$ cat src/rtl/w_regfile_writeback_pkg.sv
`default_nettype none
// ============================================================================
//  Module      : w_regfile_writeback_pkg
//  Description : Shared widths and W-stage result-select codes for write-back.
//  Revision    : 1.0  initial release
// ============================================================================
package w_regfile_writeback_pkg;

    localparam int DATA_W   = 32;
    localparam int ADDR_W   = 5;
    localparam int NREG     = 32;
    localparam int SEL_W    = 4;
    localparam int ZERO_REG = 0;

    localparam logic [SEL_W-1:0] SEL_ALU = 4'd0;
    localparam logic [SEL_W-1:0] SEL_MEM = 4'd1;
    localparam logic [SEL_W-1:0] SEL_PC8 = 4'd2;
    localparam logic [SEL_W-1:0] SEL_MD  = 4'd3;

endpackage
`default_nettype wire

$ cat src/rtl/w_result_mux.sv
`default_nettype none
// ============================================================================
//  Module      : w_result_mux
//  Description : Combinational 4:1 selection of the W-stage result.
//  Revision    : 1.0  initial release
// ============================================================================
module w_result_mux
    import w_regfile_writeback_pkg::*;
#(
    parameter int DATA_W = w_regfile_writeback_pkg::DATA_W
) (
    input  logic [SEL_W-1:0]  i_sel,
    input  logic [DATA_W-1:0] i_alu_re,
    input  logic [DATA_W-1:0] i_load_data,
    input  logic [DATA_W-1:0] i_pc8,
    input  logic [DATA_W-1:0] i_md_data,
    output logic [DATA_W-1:0] o_wd
);

    // Unassigned select codes fall back to the ALU result.
    always_comb begin
        o_wd = i_alu_re;
        case (i_sel)
            SEL_ALU: o_wd = i_alu_re;
            SEL_MEM: o_wd = i_load_data;
            SEL_PC8: o_wd = i_pc8;
            SEL_MD:  o_wd = i_md_data;
            default: o_wd = i_alu_re;
        endcase
    end

endmodule
`default_nettype wire

$ cat src/rtl/w_regfile_writeback.sv
`default_nettype none
// ============================================================================
//  Module      : w_regfile_writeback
//  Description : W-stage result select, general register file and D-stage
//                read ports. Optional macro GRF_BYPASS_EN enables write-through
//                of the W result onto matching read ports.
//  Revision    : 1.0  initial release
// ============================================================================
module w_regfile_writeback
    import w_regfile_writeback_pkg::*;
#(
    parameter int DATA_W = w_regfile_writeback_pkg::DATA_W,
    parameter int ADDR_W = w_regfile_writeback_pkg::ADDR_W,
    parameter int NREG   = w_regfile_writeback_pkg::NREG
) (
    input  logic              clk,
    input  logic              reset,
    input  logic              W_RegWrite,
    input  logic [SEL_W-1:0]  W_RegWriteSel,
    input  logic [ADDR_W-1:0] W_A3,
    input  logic [DATA_W-1:0] W_ALURe,
    input  logic [DATA_W-1:0] W_LoadData,
    input  logic [DATA_W-1:0] W_PC8,
    input  logic [DATA_W-1:0] W_MDData,
    input  logic [DATA_W-1:0] W_PC,
    input  logic [ADDR_W-1:0] D_A1,
    input  logic [ADDR_W-1:0] D_A2,
    output logic [DATA_W-1:0] D_RD1,
    output logic [DATA_W-1:0] D_RD2,
    output logic [DATA_W-1:0] W_WD,
    output logic              W_WE
);

    localparam logic [ADDR_W-1:0] c_zero_idx = ADDR_W'(ZERO_REG);

    logic [DATA_W-1:0] r_regs [1:NREG-1];
    logic [DATA_W-1:0] w_rd1_stored;
    logic [DATA_W-1:0] w_rd2_stored;
    logic              w_unused_pc;

    // W_PC only travels with the bundle for trace purposes.
    assign w_unused_pc = ^W_PC;

    w_result_mux #(
        .DATA_W      (DATA_W)
    ) u_result_mux (
        .i_sel       (W_RegWriteSel),
        .i_alu_re    (W_ALURe),
        .i_load_data (W_LoadData),
        .i_pc8       (W_PC8),
        .i_md_data   (W_MDData),
        .o_wd        (W_WD)
    );

    assign W_WE = W_RegWrite && (W_A3 != c_zero_idx);

    always_ff @(posedge clk or negedge reset) begin
        if (!reset) begin
            for (int i = 1; i < NREG; i++) begin
                r_regs[i] <= '0;
            end
        end else if (W_WE) begin
            r_regs[W_A3] <= W_WD;
        end
    end

    // Entry 0 has no storage; its reads are forced to zero here.
    always_comb begin
        w_rd1_stored = '0;
        w_rd2_stored = '0;
        if (D_A1 != c_zero_idx) begin
            w_rd1_stored = r_regs[D_A1];
        end
        if (D_A2 != c_zero_idx) begin
            w_rd2_stored = r_regs[D_A2];
        end
    end

`ifdef GRF_BYPASS_EN
    always_comb begin
        D_RD1 = '0;
        D_RD2 = '0;
        if (reset) begin
            D_RD1 = (W_WE && (D_A1 == W_A3)) ? W_WD : w_rd1_stored;
            D_RD2 = (W_WE && (D_A2 == W_A3)) ? W_WD : w_rd2_stored;
        end
    end
`else
    always_comb begin
        D_RD1 = '0;
        D_RD2 = '0;
        if (reset) begin
            D_RD1 = w_rd1_stored;
            D_RD2 = w_rd2_stored;
        end
    end
`endif

endmodule
`default_nettype wire
$ cat config.mk
export PLATFORM = sky130hd
export DESIGN_NAME = w_regfile_writeback
export DESIGN_NICKNAME = d
export VERILOG_FILES = /design/src/rtl/w_regfile_writeback_pkg.sv /design/src/rtl/w_result_mux.sv /design/src/rtl/w_regfile_writeback.sv
export SDC_FILE = /design/constraint.sdc
export NUM_CORES = 2
export LEC_CHECK = 0
export CAP_MARGIN = 20
export CORE_MARGIN = 2
export CORE_UTILIZATION = 50
export DETAILED_ROUTE_END_ITERATION = 8
export PLACE_DENSITY = 0.68
export SETUP_SLACK_MARGIN = 0.02
export SLEW_MARGIN = 5
export SYNTH_ARGS = -nofsm -noshare
export SYNTH_HDL_FRONTEND = slang
export SYNTH_SLANG_ARGS = --single-unit
$ cat constraint.sdc
create_clock -name clk -period 12.5 [get_ports clk]
set_input_delay 3.75 -clock clk [delete_from_list [all_inputs] [get_ports clk]]
set_output_delay 3.75 -clock clk [all_outputs]
set_load 0.03 [all_outputs]
# --- Word level (Yosys, flattened, before mapping) ---
# Cells that the tools add are included.
classes:
  bitwise: 3
  n_reduce_logical: 5
  n_lt_le_gt_ge: 4
  mux: 14
  eq_ne: 3
ops:
  columns: ["op", "n"]
  rows:
  - ["$bwmux 992", 1]
  - ["$bmux 32 s5", 2]
  - ["$mux 32", 9]
  - ["$demux 32 s5", 1]
  - ["$pmux 32 s3", 1]
  - ["$ge 6x6->1 const B", 3]
  - ["$not 5->6", 3]
  - ["$reduce_bool 5->1", 3]
  - ["$eq 4x2->1 const B", 2]
  - ["$lt 6x1->1 const B", 1]
  - ["$eq 4x1->1 const B", 1]
  - ["$logic_and 1x1->1", 2]
word_totals:
  word_cells: 60
  output_inout_bits: 97
  reg_bits: 992
  input_bits: 182

# --- Depth between registers and ports, before layout ---
depth:
  word_depth: 6
  ltp_mapped: 10
  ltp_nobuf: 5

# --- Hierarchy ---
# A second synthesis with hierarchy kept.
unflattened:
  cells_unflattened: 3992
  area_unflattened_um2: 55804.8
by_module_without_submodules:
  columns: ["mod", "area_each_um2", "instances", "seq_area_each_um2", "cells_per_inst"]
  rows:
  - ["w_regfile_writeback", 54044.3, 1, 24823.8, 3758]
  - ["w_result_mux", 1760.4, 1, 0.0, 234]

# --- Worst setup path after synthesis ---
# Ideal clock, no wire load.
synth_timing:
  kind: "input-to-output"
  from: "in D_A2[2]"
  to: "out D_RD2[4]"
  n_path_buf: 3
  arrival_time_ps: 5809
  cell_stages: 7
  t_required_ps: 8750
  slack_ps: 2941
  cell_sequence: "buf_2 > clkbuf_1 > buf_2 > a221oi_1 > nor3_1 > o31ai_1 > nor4_1"
synth_between:
  elab_chain_len: 6
  elab_cells_between_ends: 7
  cone_classes: "mux (5); bitwise (1); reduce/logical (1)"
synth_lines:
  columns: ["item", "line", "rtl"]
  rows:
  - ["start: declaration", "w_regfile_writeback.sv:27", "input logic [ADDR_W-1:0] D_A2,"]
  - ["$not 5->6 (not written as such)", "w_regfile_writeback.sv:75", "w_rd2_stored = r_regs[D_A2];"]
  - ["$bmux 32 s5", "w_regfile_writeback.sv:75", null]
  - ["$mux 32 (not written as such) (2 in a row)", "w_regfile_writeback.sv:75", null]
  - ["$mux 32 (*)", "w_regfile_writeback.sv:74", "if (D_A2 != c_zero_idx) begin"]
  - ["$mux 32 (*)", "w_regfile_writeback.sv:92", "if (reset) begin"]
  - ["end: declaration", "w_regfile_writeback.sv:29", "output logic [DATA_W-1:0] D_RD2,"]
# Every way passes the cells marked *; elsewhere a longest branch is shown, timed or not. The select of a mux whose other input is x is not followed.

# --- Worst setup path after layout ---
layout_timing:
  from: "in D_A1[4]"
  to: "out D_RD1[28]"
layout_between:
  elab_chain_len: 6
  elab_cells_between_ends: 7
  cone_classes: "mux (5); bitwise (1); reduce/logical (1)"
layout_lines:
  columns: ["item", "line", "rtl"]
  rows:
  - ["start: declaration", "w_regfile_writeback.sv:26", "input logic [ADDR_W-1:0] D_A1,"]
  - ["$not 5->6 (not written as such)", "w_regfile_writeback.sv:72", "w_rd1_stored = r_regs[D_A1];"]
  - ["$bmux 32 s5", "w_regfile_writeback.sv:72", null]
  - ["$mux 32 (not written as such) (2 in a row)", "w_regfile_writeback.sv:72", null]
  - ["$mux 32 (*)", "w_regfile_writeback.sv:71", "if (D_A1 != c_zero_idx) begin"]
  - ["$mux 32 (*)", "w_regfile_writeback.sv:92", null]
  - ["end: declaration", "w_regfile_writeback.sv:28", "output logic [DATA_W-1:0] D_RD1,"]
# Marks and branches as above.

==> out/qor.yml <==
yosys:
  synth-seq-cells: 992
  netlist_instances: 4890
  async_flop_share_pct: 100
  synth.distinct_cells: 57
  yosysWarnings: 0
  yosysSeqAreaShare_pct: 47.2
  synth_fp_nets: 5072
  synthFlopType: "dfrtp_1"
  synth_edf_count: 0
  avgSynthCellArea_um2: 10.8
  syn-cell-area_um2: 52600
power:
  p_leak_nw: 25.5
  power.share.combinational_pct: 21.6
  switching_power_mw: 2.90
  pwr-share-clk_pct: 33.5
  switching_share_pct: 29.9
  total_power_mw: 9.71
  pwr-share-seq_pct: 44.9
  max-vdd-ir-drop_v: 0.000127
  power.density_nw_per_um2: 163
  intPower_mw: 6.81
clock_network:
  postCtsHoldBufs: 0
  post_cts_buffers: 0
  clock_latency_ns: 0.67
  cts_made_buffers: 102
  root_buffer: "clkbuf_16"
  cts_buffer_depth: 3
  cts.repair.resized: 0
  cts_tree: "built"
  htreeDepth: 3
  clock-sinks: 992
  path_clk_slew_ns: 0.06
timing:
  finalCriticalPeriod_ns: 11.35
  setup_tns_ns: 0
  final-hold-violation-count: 0
  maxSlewHeadroom_pct: 25.5
  hold_slack_ns: 0.494
  finalSetupViolations: 0
  worstMarginPinSlew_ns: 1.12
  rsz0062_at_grt: "false"
  fmax_mhz: 88.1
  period_share_pct: 90.8
  final-max-slew-violation-count: 0
  skew_ns: 0
route:
  via_per_inst: 6.48
  final_antenna_net_count: 0
  drt-wirelength-per-cell_um: 27.5
  drt_iter0_drc: 4741
  drtPass1Iterations: 6
  wirelength_um: 175000
  drc: 0
  vias: 41200
worst_setup_path:
  r2r_setup_slack_ns: 11.70
  rr_startpoint: "r_regs[669]"
  startpoint: "D_A1[4]"
  crit_path_max_fanout: 23
  rr_worst_depth: 2
  cp-end-kind: "primary output"
  critPathKind: "in2out"
  worstReg2RegEnd: "r_regs[669]"
  crit_required_ns: 8.75
  endpoint: "D_RD1[28]"
  cp-start-kind: "primary input"
  arrival_ns: 7.60
outcome:
  status: "completed"
grt:
  grt_pass1_wl_um: 262000
  met1_usage_pct: 44.8
  antenna_found_initial: 10
  grt_util_met2_pct: 50.7
  grt_start_max_net_pins: 183
  grt_usage_pct: 32.6
  grt_pass1_vias: 40800
  overflow: 0
  gr-usage-met3_pct: 7.66
  busiest_layer: "met2"
floorplan:
  num_rows: 119
  coreArea_um2: 105000
  die_w_um: 328
  die_area_um2: 108000
  io-pin-count: 279
  die_height_um: 328
  initial_core_util_pct: 50.2
place:
  dp_cells: 6167
  globalplace.congestion: 0.870
  dpl.hpwl_um: 109000
  port-buffer-count: 246
cells_and_area:
  n_fill_cell: 8901
  multi_input_area_um2: 25600
  layout-drive-gt1-share_pct: 18.0
  largest-register: "r_regs"
  largest_reg_flops: 992
  final_cells: 6357
  most-common-layout-cells: "nand2_1 (1,047), o21ai_0 (1,027), dfrtp_1 (992)"
  ff_latch_area_um2: 24800
  reg_top3: "r_regs (992)"
  final_common_cell: "nand2_1"
  nets: 5064
  area.growth.synth_to_final_pct: 13.3
worst_hold_path:
  hold_path_class: "reg2reg"
job:
  maxCapViolations: 0
per-stage QoR:
step                      utilization [%]  setup slack (ns)  cell area, µm²
final                                56.9              1.15           59600
after global routing                 56.9              1.19           59600
after CTS                            56.8              1.22           59600
after detailed placement             53.4              1.24           56000
after global placement               53.4              1.20           56000
after floorplan                         -              2.94           52600
per-layer routing:
metal,vias to the layer above,share of wire [%]
li1,17700,-
met1,20900,39
met2,2213,46
met3,445,11
met4,12,4.1
met5,-,0.045
area by class of cell:
type | instances | area share (%)
clock buffers | 143 | 5.07
well taps | 1391 | 2.92
inverters | 55 | 0.346
flip-flops and latches | 992 | 41.6
repair buffers | 394 | 6.24
clock inverters | 43 | 0.879
multi-input cells | 3337 | 42.9
diodes | 2 | 0.00839
worst min path at each step:
stage	start	to	slack, ns	depth (start not counted)
floorplan	r_regs[874]	r_regs[874]	0.46	2
global placement	r_regs[373]	r_regs[373]	0.47	2
detailed placement	r_regs[799]	r_regs[799]	0.49	2
CTS	r_regs[808]	r_regs[808]	0.50	2
global route	r_regs[257]	r_regs[257]	0.52	2
finish	r_regs[17]	r_regs[17]	0.49	2
kinds of logic (layout without fill, tap and decap cells):
family	Yosys count	count (layout)	synth area share, %
muxes	649	649	23.1
and+or+nand+nor	1297	1297	10.1
AOI/OAI and AO/OA	1391	1391	15.0
buffers and inverters	561	635	4.65
DFF	992	992	47.2
other	0	2	0
cell usage after synthesis, types with 55 or more instances:
| cell type | n | area [µm²] |
|---|---|---|
| a21oi_1 | 81 | 405 |
| a221oi_1 | 67 | 587 |
| buf_2 | 70 | 350 |
| clkbuf_1 | 377 | 1420 |
| dfrtp_1 | 992 | 24800 |
| inv_1 | 55 | 206 |
| mux2_2 | 57 | 642 |
| mux2i_1 | 146 | 1460 |
| mux4_2 | 446 | 10000 |
| nand2_1 | 1078 | 4050 |
| nor2b_1 | 61 | 382 |
| o21ai_0 | 1028 | 5140 |
worst max-delay path, cell delays in order:
cell and delay [ns]:
buf_2 0.41, inv_1 0.66, and3_1 0.90, nor4_1 0.25
a221oi_1 0.72, clkdlybuf4s50_1 0.84
power groups by stage:
stage,clock (mW),sequential (mW),combinational [mW]
3_5_place_dp,0,4.39,2.08
3_3_place_gp,0,4.34,2.02
2_1_floorplan,0,4.23,1.49
6_report,3.25,4.36,2.10
4_1_cts,3.27,4.34,2.09
5_1_grt,3.40,4.43,2.30
(Power assumes the default switching activity.)
